### src/rtl/settle_timer.sv
// Purpose: loadable down-counter with a zero flag; times how long a lab vector is held.
// Latency: load/decrement take effect on the next rising edge; zero_o is decoded from the register.
// Backpressure: none; the counter saturates at zero when decremented there.
//
// Ports:
//   clk         system clock
//   rst         asynchronous active-high reset (counter clears to 0)
//   load_i      load load_val_i (has priority over dec_i)
//   load_val_i  value to load
//   dec_i       decrement by one when not already zero
//   zero_o      counter currently holds zero
module settle_timer #(
    parameter int W = 2
) (
    input  logic         clk,
    input  logic         rst,
    input  logic         load_i,
    input  logic [W-1:0] load_val_i,
    input  logic         dec_i,
    output logic         zero_o
);

    logic [W-1:0] cnt_q;
    logic [W-1:0] cnt_d;

    always_comb begin
        cnt_d = cnt_q;
        if (load_i) begin
            cnt_d = load_val_i;
        end else if (dec_i && (cnt_q != '0)) begin
            cnt_d = cnt_q - W'(1);
        end
    end

    always_ff @(posedge clk or posedge rst) begin
        if (rst) begin
            cnt_q <= '0;
        end else begin
            cnt_q <= cnt_d;
        end
    end

    assign zero_o = (cnt_q == '0);

endmodule

### config.mk
export PLATFORM = sky130hd
export DESIGN_NAME = settle_timer
export DESIGN_NICKNAME = d
export VERILOG_FILES = /design/src/rtl/settle_timer.sv
export SDC_FILE = /design/constraint.sdc
export NUM_CORES = 1
export LEC_CHECK = 0
export CAP_MARGIN = 5
export CORE_AREA = 3 3 40 42
export CTS_CLUSTER_SIZE = 14
export DETAILED_ROUTE_END_ITERATION = 8
export DIE_AREA = 0 0 43 45
export HOLD_SLACK_MARGIN = 0.06
export MAX_ROUTING_LAYER = met4
export PLACE_DENSITY_LB_ADDON = 0.15
export SLEW_MARGIN = 20
export SYNTH_ARGS = -nofsm -noshare
export SYNTH_HDL_FRONTEND = slang
export SYNTH_SLANG_ARGS = --single-unit
### constraint.sdc
create_clock -name clk -period 1.6 [get_ports clk]
set_clock_uncertainty 0.15 [all_clocks]
set_input_delay 0.24 -clock clk [delete_from_list [all_inputs] [get_ports clk]]
set_output_delay 0.24 -clock clk [all_outputs]
set_load 0.01 [all_outputs]
==> run_results.csv <==
group,metric,value,unit
route,antenna_violating_nets_left,0,
place,dpl-instance-area,229,µm²
worst_setup_path,critPathLaunchType,"register",
power_and_ir_drop,power.static_leakage,0.125,nW
floorplanning,die_area,1940,µm²
synth,synth.yosys.warnings,0,
clock_network,cts_num_sinks,2,
sta,max_clock_freq,654,MHz
synth,synth_top_family_by_area,"simple AND/OR/NAND/NOR gates",
global_routing,antenna_found_initial,0,
job,timing.max_cap.violations,0,
route,detail_route.drc_violations,0,
global_routing,grt_util_overall,5.06,%
global_routing,first_global_vias,160,
global_routing,grt_start_max_net_pins,6,
min_path,hold-path-endpoint,"cnt_q[1]",
worst_setup_path,crit_slowest_cell,"sky130_fd_sc_hd__dfrtp_1",
min_path,min_path_cells,2,
layout,nets,35,
layout,final_core_utilization,20.8,%
power_and_ir_drop,pwr-share-clk,45.2,%
route,drt-vias-per-instance,3.63,
worst_setup_path,critical_r2r_capture,"cnt_q[0]",
worst_setup_path,crit_chain,"inv_1, ha_1, dlygate4sd2_1",
floorplanning,rows,13,
sta,finalCritPeriodShare,95.6,%
synth,netlist_instances,13,
sta,layout_min_cycle_time,1530,ps
synth,ys_seq_elements,2,
floorplanning,fp.coreArea,1280,µm²
power_and_ir_drop,swShare,24.8,%
route,first_drt_iteration_drcs,2,
worst_setup_path,r2r.worst_path.cells,5,
layout,reg_top3,"cnt_q (2)",
synth,synthesis.area_per_instance,10.4,µm²
synth,post_synth_mux_area_share,0,%
synth,post_synth_instance_area,135,µm²
synth,synth.distinct_cells,8,
route,dr_total_vias,149,
worst_setup_path,setup.worst_path.class,"reg2out",
worst_setup_path,worstReg2RegStart,"cnt_q[0]",
global_routing,grt_pass1_wl,600,µm
layout,post_layout_instance_area,268,µm²
place,globalplace.congestion,0.680,
sta,max_slew.worst_pin.slew,267,ps
clock_network,insertion_delay,230,ps
layout,seq_area,50.0,µm²
power_and_ir_drop,design_internal_power,0.000190,W
synth,synth_xor_area_share,0,%
status,run_status,"complete, no violations",
min_path,timing.hold.worst.start,"cnt_q[1]",
synth,post_synth_fa_ha_maj_area_fraction,9.26,%
route,wl,387,µm
worst_setup_path,cp_slowest_stage_delay,370,ps
layout,num-fill-cells,144,
layout,final_layout_size_suffix_gt1_share,26.9,%
place,port-buffer-count,6,
worst_setup_path,reg2reg_slack,120,ps
sta,setup_repair_after_global_routing_missed_its_margin,"false",
sta,slew_headroom,81.9,%
sta,setup_viol_count_final,0,
worst_setup_path,cp_data_arrival_time,1140,ps
power_and_ir_drop,peak_supply_drop,0.164,mV
clock_network,cts_tree,"built",
layout,flow.area_growth_from_synthesis,98.1,%
synth,synth_compound_area_share,14.8,%
layout,largest_register_ffs,2,
floorplanning,die_y,45,µm
floorplanning,number_of_i_o_pins,7,
synth,post_synth_simple_gate_area,30.6,%
sta,drv_slew,0,
synth,synth.net_count,20,
place,hpwlAfterDp,281,µm
layout,max_flop_register,"cnt_q",
power_and_ir_drop,comb_power_share,29.3,%
worst_setup_path,worstPathRequired,1210,ps
route,detailedRoute.firstPassIterationCount,2,
clock_network,htree_num_levels,1,
floorplanning,die_width,43,µm
clock_network,cts-buffers-inserted,3,
worst_setup_path,crit_path_start,"cnt_q[0]",
layout,area_occupied_by_multi_input_gates,73.8,µm²
sta,finalHoldViolations,0,
clock_network,clock_tree.root_cell,"sky130_fd_sc_hd__clkbuf_4",
route,drt-wirelength-per-cell,9.44,µm
worst_setup_path,crit_path_max_fanout,3,
floorplanning,initial_utilization,10.5,%
sta,tns,0,ps
global_routing,global_route.overflow_total,0,
power_and_ir_drop,power_density,942,nW/µm²
worst_setup_path,cp_endpoint_kind,"output port",
synth,seq_area_frac_synth,37.0,%
clock_network,clk_pin_slew_worst_setup_hold_paths,30,ps
min_path,hold_class,"reg2reg",
power_and_ir_drop,pwr-share-seq,25.5,%
clock_network,clock_path_buffers,2,
power_and_ir_drop,net-switching-power,0.0000625,W
layout,diodes,0,
## Yosys cell counts
| cell | count | area [µm²] |
|---|---|---|
| sky130_fd_sc_hd__a221o_1 | 2 | 20.0 |
| sky130_fd_sc_hd__and2b_1 | 1 | 7.51 |
| sky130_fd_sc_hd__and2b_4 | 1 | 10.0 |
| sky130_fd_sc_hd__dfrtp_1 | 2 | 50.1 |
| sky130_fd_sc_hd__ha_1 | 1 | 12.5 |
| sky130_fd_sc_hd__inv_1 | 3 | 11.3 |
| sky130_fd_sc_hd__nand2b_1 | 1 | 6.26 |
| sky130_fd_sc_hd__nor4b_1 | 2 | 17.5 |
## power groups by stage
| stage | logic (W) | registers [W] | clock network, W |
|---|---|---|---|
| after floorplan | 0.0000349 | 0.0000626 | 0 |
| after global placement | 0.0000716 | 0.0000659 | 0 |
| after detailed placement | 0.0000720 | 0.0000641 | 0 |
| after CTS | 0.0000702 | 0.0000645 | 0.000125 |
| after global routing | 0.0000815 | 0.0000655 | 0.000132 |
| final | 0.0000737 | 0.0000644 | 0.000114 |
## logic make-up (layout without fill, tap and decap cells)
| group | Yosys count | count (layout) |
|---|---|---|
| compound gates | 2 | 2 |
| simple gates | 5 | 5 |
| flops | 2 | 2 |
| fa+ha+maj | 1 | 1 |
| buf+inv | 3 | 16 |
## layer usage
layer | routed length, µm | track usage, %
met1 | 166 | 4.82
met3 | 26 | 2.39
met4 | 7 | 7.23
met2 | 186 | 6.29
met5 | 0 | -
## layout make-up
cell class / instances / area share (%)
Timing Repair Buffer: 10 / 34.1
Multi-Input combinational cell: 8 / 27.6
Sequential cell: 2 / 18.7
Inverter: 3 / 4.21
Clock buffer: 3 / 8.41
Tap cell: 15 / 7.01
## worst max path at each step
stage | slack, ps | cells past startpoint | to
floorplan | 250 | 4 | cnt_q[1]
global placement | 30 | 3 | zero_o
detailed placement | 10 | 3 | cnt_q[0]
CTS | 30 | 3 | zero_o
global route | 5 | 3 | zero_o
finish | 70 | 3 | zero_o
## worst max-delay path: cells and delay by family, from the launching register on
kind | cells | cell delay, ps
adder cells (fa/ha/maj) | 1 | 200
buffers and inverters | 2 | 350
flip-flops | 1 | 370
## stage by stage
stage	cells	hold slack (ps)	power, W	setup slack, ps
after CTS	40	477	0.000260	28.5
after detailed placement	36	260	0.000136	14.4
after floorplan	13	-169	0.0000976	251
final	41	484	0.000252	71.1
after global routing	41	507	0.000279	5.49
after global placement	36	248	0.000137	33.0
## cells in the final DEF (no fill, tap or decap)
cell                              count
sky130_fd_sc_hd__and2b_1              1
sky130_fd_sc_hd__buf_4                3
sky130_fd_sc_hd__nand2b_1             1
sky130_fd_sc_hd__and2b_4              1
sky130_fd_sc_hd__dlygate4sd3_1        1
sky130_fd_sc_hd__dlygate4sd2_1        1
sky130_fd_sc_hd__inv_1                3
sky130_fd_sc_hd__ha_1                 1
sky130_fd_sc_hd__a221o_1              2
sky130_fd_sc_hd__clkbuf_4             3
sky130_fd_sc_hd__clkdlybuf4s50_1      5
sky130_fd_sc_hd__dfrtp_1              2
sky130_fd_sc_hd__nor4b_1              2
## repair_timing
| item | CTS | global route |
|---|---|---|
| buffers inserted | 0 | 1 |
| hold buffers | 1 | 0 |
| endpoints found under the hold margin | 2 | 0 |
| endpoints found under the setup margin | 1 | 1 |
| gates resized for setup | 1 | 0 |
(Power assumes the default switching activity.)
